### src/rtl/fp_div_pkg.sv
// Shared types and constant builders for the iterative IEEE-754 divider.
package fp_div_pkg;

  typedef enum logic [1:0] {ZERO, NORMAL, INF, NAN} fp_class_t;

  typedef enum logic [2:0] {
    IDLE, CLASSIFY, SPECIAL, DIVIDE, NORM_ROUND, DONE
  } state_t;

  localparam int FLG_NX = 0;
  localparam int FLG_UF = 1;
  localparam int FLG_OF = 2;
  localparam int FLG_DZ = 3;
  localparam int FLG_NV = 4;

  function automatic int fp_bias(input int exp_w);
    return (1 << (exp_w - 1)) - 1;
  endfunction

  // Builders return a 64-bit word; callers keep the low 1+exp_w+man_w bits.
  function automatic logic [63:0] fp_qnan(input int exp_w, input int man_w);
    return (((64'd1 << exp_w) - 64'd1) << man_w) | (64'd1 << (man_w - 1));
  endfunction

  function automatic logic [63:0] fp_inf(input logic s, input int exp_w, input int man_w);
    return (64'(s) << (exp_w + man_w)) | (((64'd1 << exp_w) - 64'd1) << man_w);
  endfunction

  function automatic logic [63:0] fp_zero(input logic s, input int exp_w, input int man_w);
    return 64'(s) << (exp_w + man_w);
  endfunction

endpackage

### src/rtl/fp_div_iter_classify.sv
// Operand classifier: sorts a sign-less exponent/mantissa field into ZERO/NORMAL/INF/NAN.
module fp_classify
  import fp_div_pkg::*;
#(
  parameter int EXP_W = 8,
  parameter int MAN_W = 23
) (
  input  logic [EXP_W+MAN_W-1:0] in,
  output fp_class_t              cls,
  output logic                   is_snan
);

  logic [EXP_W-1:0] exp_f;
  logic [MAN_W-1:0] man_f;

  assign exp_f = in[EXP_W+MAN_W-1:MAN_W];
  assign man_f = in[MAN_W-1:0];

  // Subnormals land in ZERO: the divider flushes them.
  always_comb begin
    cls = NORMAL;
    if (exp_f == '1) cls = (man_f != '0) ? NAN : INF;
    else if (exp_f == '0) cls = ZERO;
  end

  assign is_snan = (cls == NAN) && !man_f[MAN_W-1];

endmodule

### src/rtl/fp_div_iter.sv
// Sequential IEEE-754 divider: special-operand bypass, radix-2 restoring divide, RNE rounding.
module fp_div_iter
  import fp_div_pkg::*;
#(
  parameter int EXP_W = 8,
  parameter int MAN_W = 23
) (
  input  logic                   clk,
  input  logic                   rst_n,
  input  logic                   in_valid,
  output logic                   in_ready,
  input  logic [EXP_W+MAN_W:0]   a,
  input  logic [EXP_W+MAN_W:0]   b,
  output logic                   out_valid,
  input  logic                   out_ready,
  output logic [EXP_W+MAN_W:0]   out,
  output logic [4:0]             flags
);

  localparam int W     = 1 + EXP_W + MAN_W;
  localparam int Q_W   = MAN_W + 3;
  localparam int CNT_W = $clog2(Q_W + 1);
  localparam int EW2   = EXP_W + 2;
  localparam int BIAS  = fp_bias(EXP_W);

  localparam logic [63:0]  QNAN64   = fp_qnan(EXP_W, MAN_W);
  localparam logic [63:0]  INF64    = fp_inf(1'b0, EXP_W, MAN_W);
  localparam logic [63:0]  ZERO64   = fp_zero(1'b0, EXP_W, MAN_W);
  localparam logic [W-1:0] QNAN     = QNAN64[W-1:0];
  localparam logic [W-2:0] INF_MAG  = INF64[W-2:0];
  localparam logic [W-2:0] ZERO_MAG = ZERO64[W-2:0];
  localparam logic signed [EW2-1:0] E_MAX = EW2'((1 << EXP_W) - 1);

  state_t state, state_nx;

  logic [W-1:0]            a_q, b_q, out_q;
  logic [4:0]              flags_q;
  logic [MAN_W+1:0]        rem;
  logic [Q_W-1:0]          quo;
  logic [CNT_W-1:0]        cnt;
  logic signed [EW2-1:0]   exp_q;

  fp_class_t cls_a, cls_b;
  logic      snan_a, snan_b, sign_s, both_normal;

  fp_classify #(.EXP_W(EXP_W), .MAN_W(MAN_W)) u_cls_a (
    .in(a_q[W-2:0]), .cls(cls_a), .is_snan(snan_a)
  );
  fp_classify #(.EXP_W(EXP_W), .MAN_W(MAN_W)) u_cls_b (
    .in(b_q[W-2:0]), .cls(cls_b), .is_snan(snan_b)
  );

  assign sign_s      = a_q[W-1] ^ b_q[W-1];
  assign both_normal = (cls_a == NORMAL) && (cls_b == NORMAL);

  // Restoring divide step
  logic [MAN_W+1:0] div_ext, rem_sel, rem_nx;
  logic             rem_ge;

  assign div_ext = {1'b0, 1'b1, b_q[MAN_W-1:0]};
  assign rem_ge  = rem >= div_ext;
  assign rem_sel = rem_ge ? (rem - div_ext) : rem;
  assign rem_nx  = rem_sel << 1;

  // Special-operand result
  logic [W-1:0] spec_out;
  logic [4:0]   spec_flags;

  always_comb begin
    spec_out   = {sign_s, ZERO_MAG};
    spec_flags = '0;
    if (cls_a == NAN || cls_b == NAN) begin
      spec_out           = QNAN;
      spec_flags[FLG_NV] = snan_a | snan_b;
    end else if ((cls_a == ZERO && cls_b == ZERO) || (cls_a == INF && cls_b == INF)) begin
      spec_out           = QNAN;
      spec_flags[FLG_NV] = 1'b1;
    end else if (cls_a == INF) begin
      spec_out = {sign_s, INF_MAG};
    end else if (cls_b == ZERO) begin
      spec_out           = {sign_s, INF_MAG};
      spec_flags[FLG_DZ] = 1'b1;
    end
  end

  // Normalise and round; q_lo drops the (always-one) leading bit after normalisation.
  logic [MAN_W+1:0]      q_lo;
  logic signed [EW2-1:0] e_n, e_fin;
  logic                  guard, sticky, round_up, inexact;
  logic [MAN_W:0]        frac_sum;
  logic [W-1:0]          rnd_out;
  logic [4:0]            rnd_flags;

  always_comb begin
    if (quo[Q_W-1]) begin
      q_lo = quo[Q_W-2:0];
      e_n  = exp_q;
    end else begin
      q_lo = {quo[Q_W-3:0], 1'b0};
      e_n  = exp_q - EW2'(1);
    end
    guard    = q_lo[1];
    sticky   = q_lo[0] | (rem != '0);
    round_up = guard & (sticky | q_lo[2]);
    inexact  = guard | sticky;
    frac_sum = {1'b0, q_lo[MAN_W+1:2]} + (MAN_W+1)'(round_up);
    e_fin    = frac_sum[MAN_W] ? e_n + EW2'(1) : e_n;

    rnd_out            = {sign_s, e_fin[EXP_W-1:0], frac_sum[MAN_W-1:0]};
    rnd_flags          = '0;
    rnd_flags[FLG_NX]  = inexact;
    if (!e_fin[EW2-1] && e_fin >= E_MAX) begin
      rnd_out           = {sign_s, INF_MAG};
      rnd_flags[FLG_OF] = 1'b1;
      rnd_flags[FLG_NX] = 1'b1;
    end else if (e_fin[EW2-1] || e_fin == '0) begin
      rnd_out           = {sign_s, ZERO_MAG};
      rnd_flags[FLG_UF] = 1'b1;
      rnd_flags[FLG_NX] = 1'b1;
    end
  end

  // FSM: state register
  always_ff @(posedge clk or negedge rst_n) begin
    if (!rst_n) state <= IDLE;
    else        state <= state_nx;
  end

  // FSM: next state
  always_comb begin
    state_nx = state;
    unique case (state)
      IDLE:       if (in_valid) state_nx = CLASSIFY;
      CLASSIFY:   state_nx = both_normal ? DIVIDE : SPECIAL;
      SPECIAL:    state_nx = DONE;
      DIVIDE:     if (cnt == CNT_W'(1)) state_nx = NORM_ROUND;
      NORM_ROUND: state_nx = DONE;
      DONE:       if (out_ready) state_nx = IDLE;
      default:    state_nx = IDLE;
    endcase
  end

  // FSM: outputs
  always_comb begin
    in_ready  = (state == IDLE);
    out_valid = (state == DONE);
  end

  assign out   = out_q;
  assign flags = flags_q;

  always_ff @(posedge clk or negedge rst_n) begin
    if (!rst_n) begin
      a_q     <= '0;
      b_q     <= '0;
      out_q   <= '0;
      flags_q <= '0;
      rem     <= '0;
      quo     <= '0;
      cnt     <= '0;
      exp_q   <= '0;
    end else begin
      unique case (state)
        IDLE: if (in_valid) begin
          a_q <= a;
          b_q <= b;
        end
        CLASSIFY: if (both_normal) begin
          rem   <= {1'b0, 1'b1, a_q[MAN_W-1:0]};
          quo   <= '0;
          cnt   <= CNT_W'(Q_W);
          exp_q <= EW2'({2'b00, a_q[W-2:MAN_W]}) - EW2'({2'b00, b_q[W-2:MAN_W]}) + EW2'(BIAS);
        end
        DIVIDE: begin
          rem <= rem_nx;
          quo <= {quo[Q_W-2:0], rem_ge};
          cnt <= cnt - CNT_W'(1);
        end
        SPECIAL: begin
          out_q   <= spec_out;
          flags_q <= spec_flags;
        end
        NORM_ROUND: begin
          out_q   <= rnd_out;
          flags_q <= rnd_flags;
        end
        default: ;
      endcase
    end
  end

endmodule

### config.mk
export PLATFORM = sky130hd
export DESIGN_NAME = fp_div_iter
export DESIGN_NICKNAME = d
export VERILOG_FILES = /design/src/rtl/fp_div_pkg.sv /design/src/rtl/fp_div_iter_classify.sv /design/src/rtl/fp_div_iter.sv
export SDC_FILE = /design/constraint.sdc
export NUM_CORES = 1
export LEC_CHECK = 0
export ABC_CLOCK_PERIOD_IN_PS = 8500
export BUFFER_PORTS_ARGS = -buffer_cell sky130_fd_sc_hd__buf_4
export CAP_MARGIN = 20
export CORE_MARGIN = 10
export CORE_UTILIZATION = 30
export DETAILED_ROUTE_END_ITERATION = 6
export SYNTH_ARGS = -nofsm -noshare
export SYNTH_HDL_FRONTEND = slang
export SYNTH_HIERARCHICAL = 1
export SYNTH_SLANG_ARGS = --single-unit
export TNS_END_PERCENT = 100
### constraint.sdc
create_clock -name clk -period 8.5 [get_ports clk]
set_input_delay 1.7 -clock clk [delete_from_list [all_inputs] [get_ports clk]]
set_output_delay 1.7 -clock clk [all_outputs]
set_load 0.005 [all_outputs]
---- Word-level counts from Yosys, hierarchy flattened ----
Cells that the tools add are included.
word-level totals
  bits in registers ....................... 170
  output and inout port bits .............. 39
  word-level logic and storage cells ...... 109
operators by class
  muxes and demuxes ....................... 39
  reductions and logical operators ........ 28
  $lt $le $gt $ge ......................... 2
  eq/ne operators ......................... 18
  add/sub/neg operators ................... 7
  bitwise gates (word level) .............. 6
operators by type and width
  operator                 count
  $mux W31                 4
  $mux W32                 2
  $pmux W32 S2             1
  $pmux W26 S2             1
  $mux W25                 2
  $pmux W25 S2             1
  $reduce_bool A23 Y1      2
  $mux W26                 1
  $ge A25 B24 Y1           1
  $reduce_bool A25 Y1      1
  $add A23 B1 Y24          1
  $mux W24                 1
  $sub A24 B24 Y24         1
  $mux W10                 2
  $pmux W5 S2              2
  $eq A8 B8 Y1 const B     2
  $logic_not A8 Y1         2
  $pmux W3 S5              1
  $mux W1                  14
  $add A10 B2 Y10 const B  1
  $add A9 B8 Y10 const B   1
  $ge A10 B9 Y1 const B    1
  $logic_not A10 Y1        1
  $sub A10 B2 Y10 const B  1
  25 further kinds         53

---- Longest topological paths before layout ----
  word-level depth ........................ 11
  gate-level depth with buffers ........... 18
  depth with buffers taken out ............ 13

---- By module ----
The synthesis kept the hierarchy.
modules (own cells, without submodules)
  module       area an instance (um2)  cells an instance  times used
  fp_div_iter  10622.7                 1212               1
  fp_classify  108.9                   16                 2

---- Least setup slack after synthesis ----
Ideal clock, no wire load.
  path type ............................... register to register
  start ................................... register quo[25]
  end ..................................... register out_q[10], in the netlist out[10]
  path slack .............................. 4.450 ns
  data arrival time ....................... 3.929 ns
  data required time ...................... 8.379 ns
  cell stages (with the launch flop) ...... 19
  period minus slack after synthesis ...... 4.050 ns
  setup time .............................. 0.121 ns
  buffers on the path ..................... 6
  cells stage by stage .................... dfrtp_1 > buf_6 > buf_4 > clkbuf_1 > clkbuf_1 > mux2_2 > nor3_1 > nor2_1 > ha_1 > nand2_1 > a2111oi_4 > nand4_1 > buf_2 > o21a_1 > nor4_2 > a41oi_1 > o211a_4 > buf_6 > a22o_1
on the way
  cells in the longest elaborated chain, start to end .. 11
  elaborated cells on any way between the ends .. 16
  classes of those cells .................. add/sub: 2; order compare: 1; mux: 6; bitwise: 3; reduce/logical: 4
ends and longest elaborated chain
  item                                                                     line                source
  start: declaration                                                       fp_div_iter.sv:39   logic [Q_W-1:0] quo;
  start signal: assignment                                                 fp_div_iter.sv:176  quo <= {quo[Q_W-2:0], rem_ge};
  parallel branches: the longest is 9 deep, another holds $add A23 B1 Y24  n/a
  $mux W31 *                                                               fp_div_iter.sv:112  if (!e_fin[EW2-1] && e_fin >= E_MAX) begin
  $pmux W32 S2 *                                                           fp_div_iter.sv:163  unique case (state)
  end signal: assignment                                                   fp_div_iter.sv:180  out_q <= spec_out;
  end signal: assignment                                                   fp_div_iter.sv:184  out_q <= rnd_out;
  end: declaration                                                         fp_div_iter.sv:36   logic [W-1:0] a_q, b_q, out_q;
Every way passes the cells marked *.
A chain may end at the register's enable or synchronous reset.

---- Worst setup path after layout ----
  start ................................... register quo[25]
  end ..................................... register out_q[22], in the netlist out[22]
The elaborated chain is that of the path after synthesis.

==> impl_results.md <==
* Clock skew at 0.0180 ns
* Die area at 44,100 sq um
* Peak VDD IR at 225 uV
* Max transition margin at 0.327
* Slew Viols, Final at 0
* Mean Syn Cell Area at 8.71 sq um
* Post-DP HPWL at 23.1 mm
* Setup TNS at 0 ns
* Reg2reg start: quo[25]$_DFFE_PN0P_
* Area grow syn2layout at 16.0%
* # IOs at 107
* DR WL/cell at 17.6 um
* Slowest CP cell: a2111oi_4
* Worst setup path category: reg2reg
* Die Span X at 210 um
* CTS buffer count at 17
* GRT Total Usage at 0.141
* Pleak at 0.00545 uW
* Buffers inserted by post-CTS timing repair at 0
* Largest cells by area after synthesis: dfrtp_1 39%, nand2_1 7.8%, ha_1 4.4%
* Slowest Stage Delay on Critical Path at 0.61 ns
* Share of cells above drive strength 1 at 0.161
* Startpoint class of the critical path: flop
* GPL Wtd Cong at 0.932
* Synth Net Count at 1,352
* H-tree levels at 4
* Final WL at 31.2 mm
* DRC violation count after routing at 0
* R2r setup slk at 4.49 ns
* Largest net degree at the start of global routing at 97
* Outcome: finished, final reports clean
* FFs w/ async S/R, synth at 1.00
* Worst path required time at 8.84 ns
* Clock-pin transition on the worst setup and hold timing paths at 0.07 ns
* Max-Cap Viols at 0
* Top-area cell type share of the netlist area at 0.392
* Tot Pwr at 5260 uW
* CTS tree: done
* Root buf cell: clkbuf_16
* Worst r2r dst: out[22]$_DFFE_PN0P_
* Least-Margin Pin Slew at 1.01 ns
* CORE AREA at 35,600 sq um
* Post-Syn Instances at 1,244
* Sink Count at 170
* Post-synthesis sequential area ratio at 0.392
* Row cnt at 69
* Layout Nets at 1,406
* Critical Path, Cell by Cell: a211oi_1 > nand4_1 > nor3_1 > nor2_1 > ha_1 > nand2_1 > a2111oi_4 > nand4_1 > o31a_1 > nor4_2 > a41oi_1 > o211a_4 > o221a_2
* CP dominant cell by count: nand4_1
* Worst min-delay path class: reg2reg
* Post-synth EDFFs at 0
* CTS hold repair buffers at 0
* Initial antenna violation count at 0
* Post-route ant nets at 0
* Final worst path period share at 0.472
* Post-synth top area cell: dfrtp_1
* RSZ-0062 raised after global routing: no
* I/O Buffers at 106
* Final setup fails at 0
* Vias in the first global route at 9,270
* Commonest non-fill, non-tap cell in the layout: nand2_1
* 1st-iter DRT viols at 711
* Worst r2r path cells at 13
* Placement Cell Area at 12,000 sq um
* Largest fanout on the critical path at 23
* Post-synthesis cell type count at 76
* Crit path arrival time at 4.35 ns
* Max Root-Sink Buffers at 2
* Most frequent cells in the layout: 225 x nand2_1, 169 x dfrtp_1, 114 x buf_4
* Chip height at 210 um
* FMAX at 249 MHz
* Register bit count reported by yosys at 170
* Min Clock Period, post-route at 4.01 ns
* YS warnings at 6
* Vias at 9,310
* Worst Setup SP: quo[25]$_DFFE_PN0P_
* PwrDens at 418 nW/um^2
* N_diodes at 0
* Drt via density at 5.25
* Ys flop type: dfrtp_1
* Post-CTS Resized at 0
* DR pass1 iterations at 5
* Final global-route overflow total at 0
* Initial Util at 0.305
* Crit path capture: out[22]$_DFFE_PN0P_
* Final hold viol count at 0
* Mapped cell area at 10,800 sq um
* Worst-Skew Late Latency at 0.46 ns
* Worst Setup End Kind: flop
* Post-route cell area at 12,600 sq um
* First-pass GRT wire length at 50.2 mm
==> registers in the layout (all words and copies together), names as in the netlist <==
register	cells
a_q	32
b_q	32
out	32
quo	26
rem	25
exp_q	10
cnt	5
flags	5
state	3
==> how the worst min path moves through the flow <==
stage | from | slack (ns) | to | cells after the start
finish | out[31]$_DFFE_PN0P_ | 0.49 | out[31]$_DFFE_PN0P_ | 2
global route | out[20]$_DFFE_PN0P_ | 0.52 | out[20]$_DFFE_PN0P_ | 1
CTS | out[31]$_DFFE_PN0P_ | 0.50 | out[31]$_DFFE_PN0P_ | 2
detailed placement | flags[2]$_DFFE_PN0P_ | 0.49 | flags[2]$_DFFE_PN0P_ | 1
global placement | out[31]$_DFFE_PN0P_ | 0.47 | out[31]$_DFFE_PN0P_ | 2
floorplan | exp_q[9]$_DFFE_PN0P_ | 0.47 | exp_q[9]$_DFFE_PN0P_ | 2
==> power by group <==
part | internal, uW | switching, uW
registers | 1110 | 314
clock network | 472 | 356
logic | 1210 | 1790
==> layout make-up <==
class | count | area, sq um
Multi-Input combinational cell | 946 | 6080
Clock inverter | 13 | 166
Clock buffer | 19 | 443
Fill cell | 3710 | 23000
Inverter | 48 | 180
Timing Repair Buffer | 115 | 867
Sequential cell | 170 | 4260
Tap cell | 461 | 577
==> cells in the mapped netlist (all sizes together) (6+ instances only) <==
cell,number
nor2b,17
o21ai,80
nor2,71
nand3,61
dfrtp,170
buf,16
o21a,13
a21o,15
o211ai,8
or4,9
and3,20
o31ai,9
and2,9
nand2b,6
a22o,21
inv,48
xor2,32
mux2i,14
nand4,21
mux2,38
xnor2,46
a21oi,43
a31oi,26
nor4,19
nand2,226
clkbuf,64
nor3,18
a221o,6
ha,38
==> critical path, delay by kind of cell (launching register included) <==
kind            cells  cell delay [ns]
fa+ha+maj           1             0.19
flops               1             0.59
compound gates      6             1.87
simple gates        6             1.24
==> kinds of logic after synthesis <==
| kind of cell | count (synthesis) | synth area share |
|---|---|---|
| xor+xnor | 78 | 0.0637 |
| flops | 170 | 0.392 |
| fa+ha+maj | 40 | 0.0476 |
| compound gates | 275 | 0.175 |
| mux | 52 | 0.0524 |
| buf+inv | 128 | 0.0482 |
| simple gates | 501 | 0.221 |
==> through the flow <==
step	util	instances	hold WS [ns]	worst slack, ns
4_1_cts	0.353	1772	0.503	4.50
5_1_grt	0.353	1772	0.522	4.13
3_3_place_gp	0.336	1740	0.471	4.59
6_report	0.353	1772	0.489	4.49
2_1_floorplan	-	1244	0.468	4.45
3_5_place_dp	0.336	1740	0.487	4.51
==> layer usage <==
| metal | track usage | vias up | wire length (um) |
|---|---|---|---|
| li1 | - | 4519 | - |
| met1 | 0.174 | 4513 | 13900 |
| met2 | 0.234 | 231 | 15100 |
| met3 | 0.0349 | 47 | 1560 |
| met4 | 0.0486 | 0 | 726 |
| met5 | 0 | - | 0 |
(Power assumes the default switching activity.)
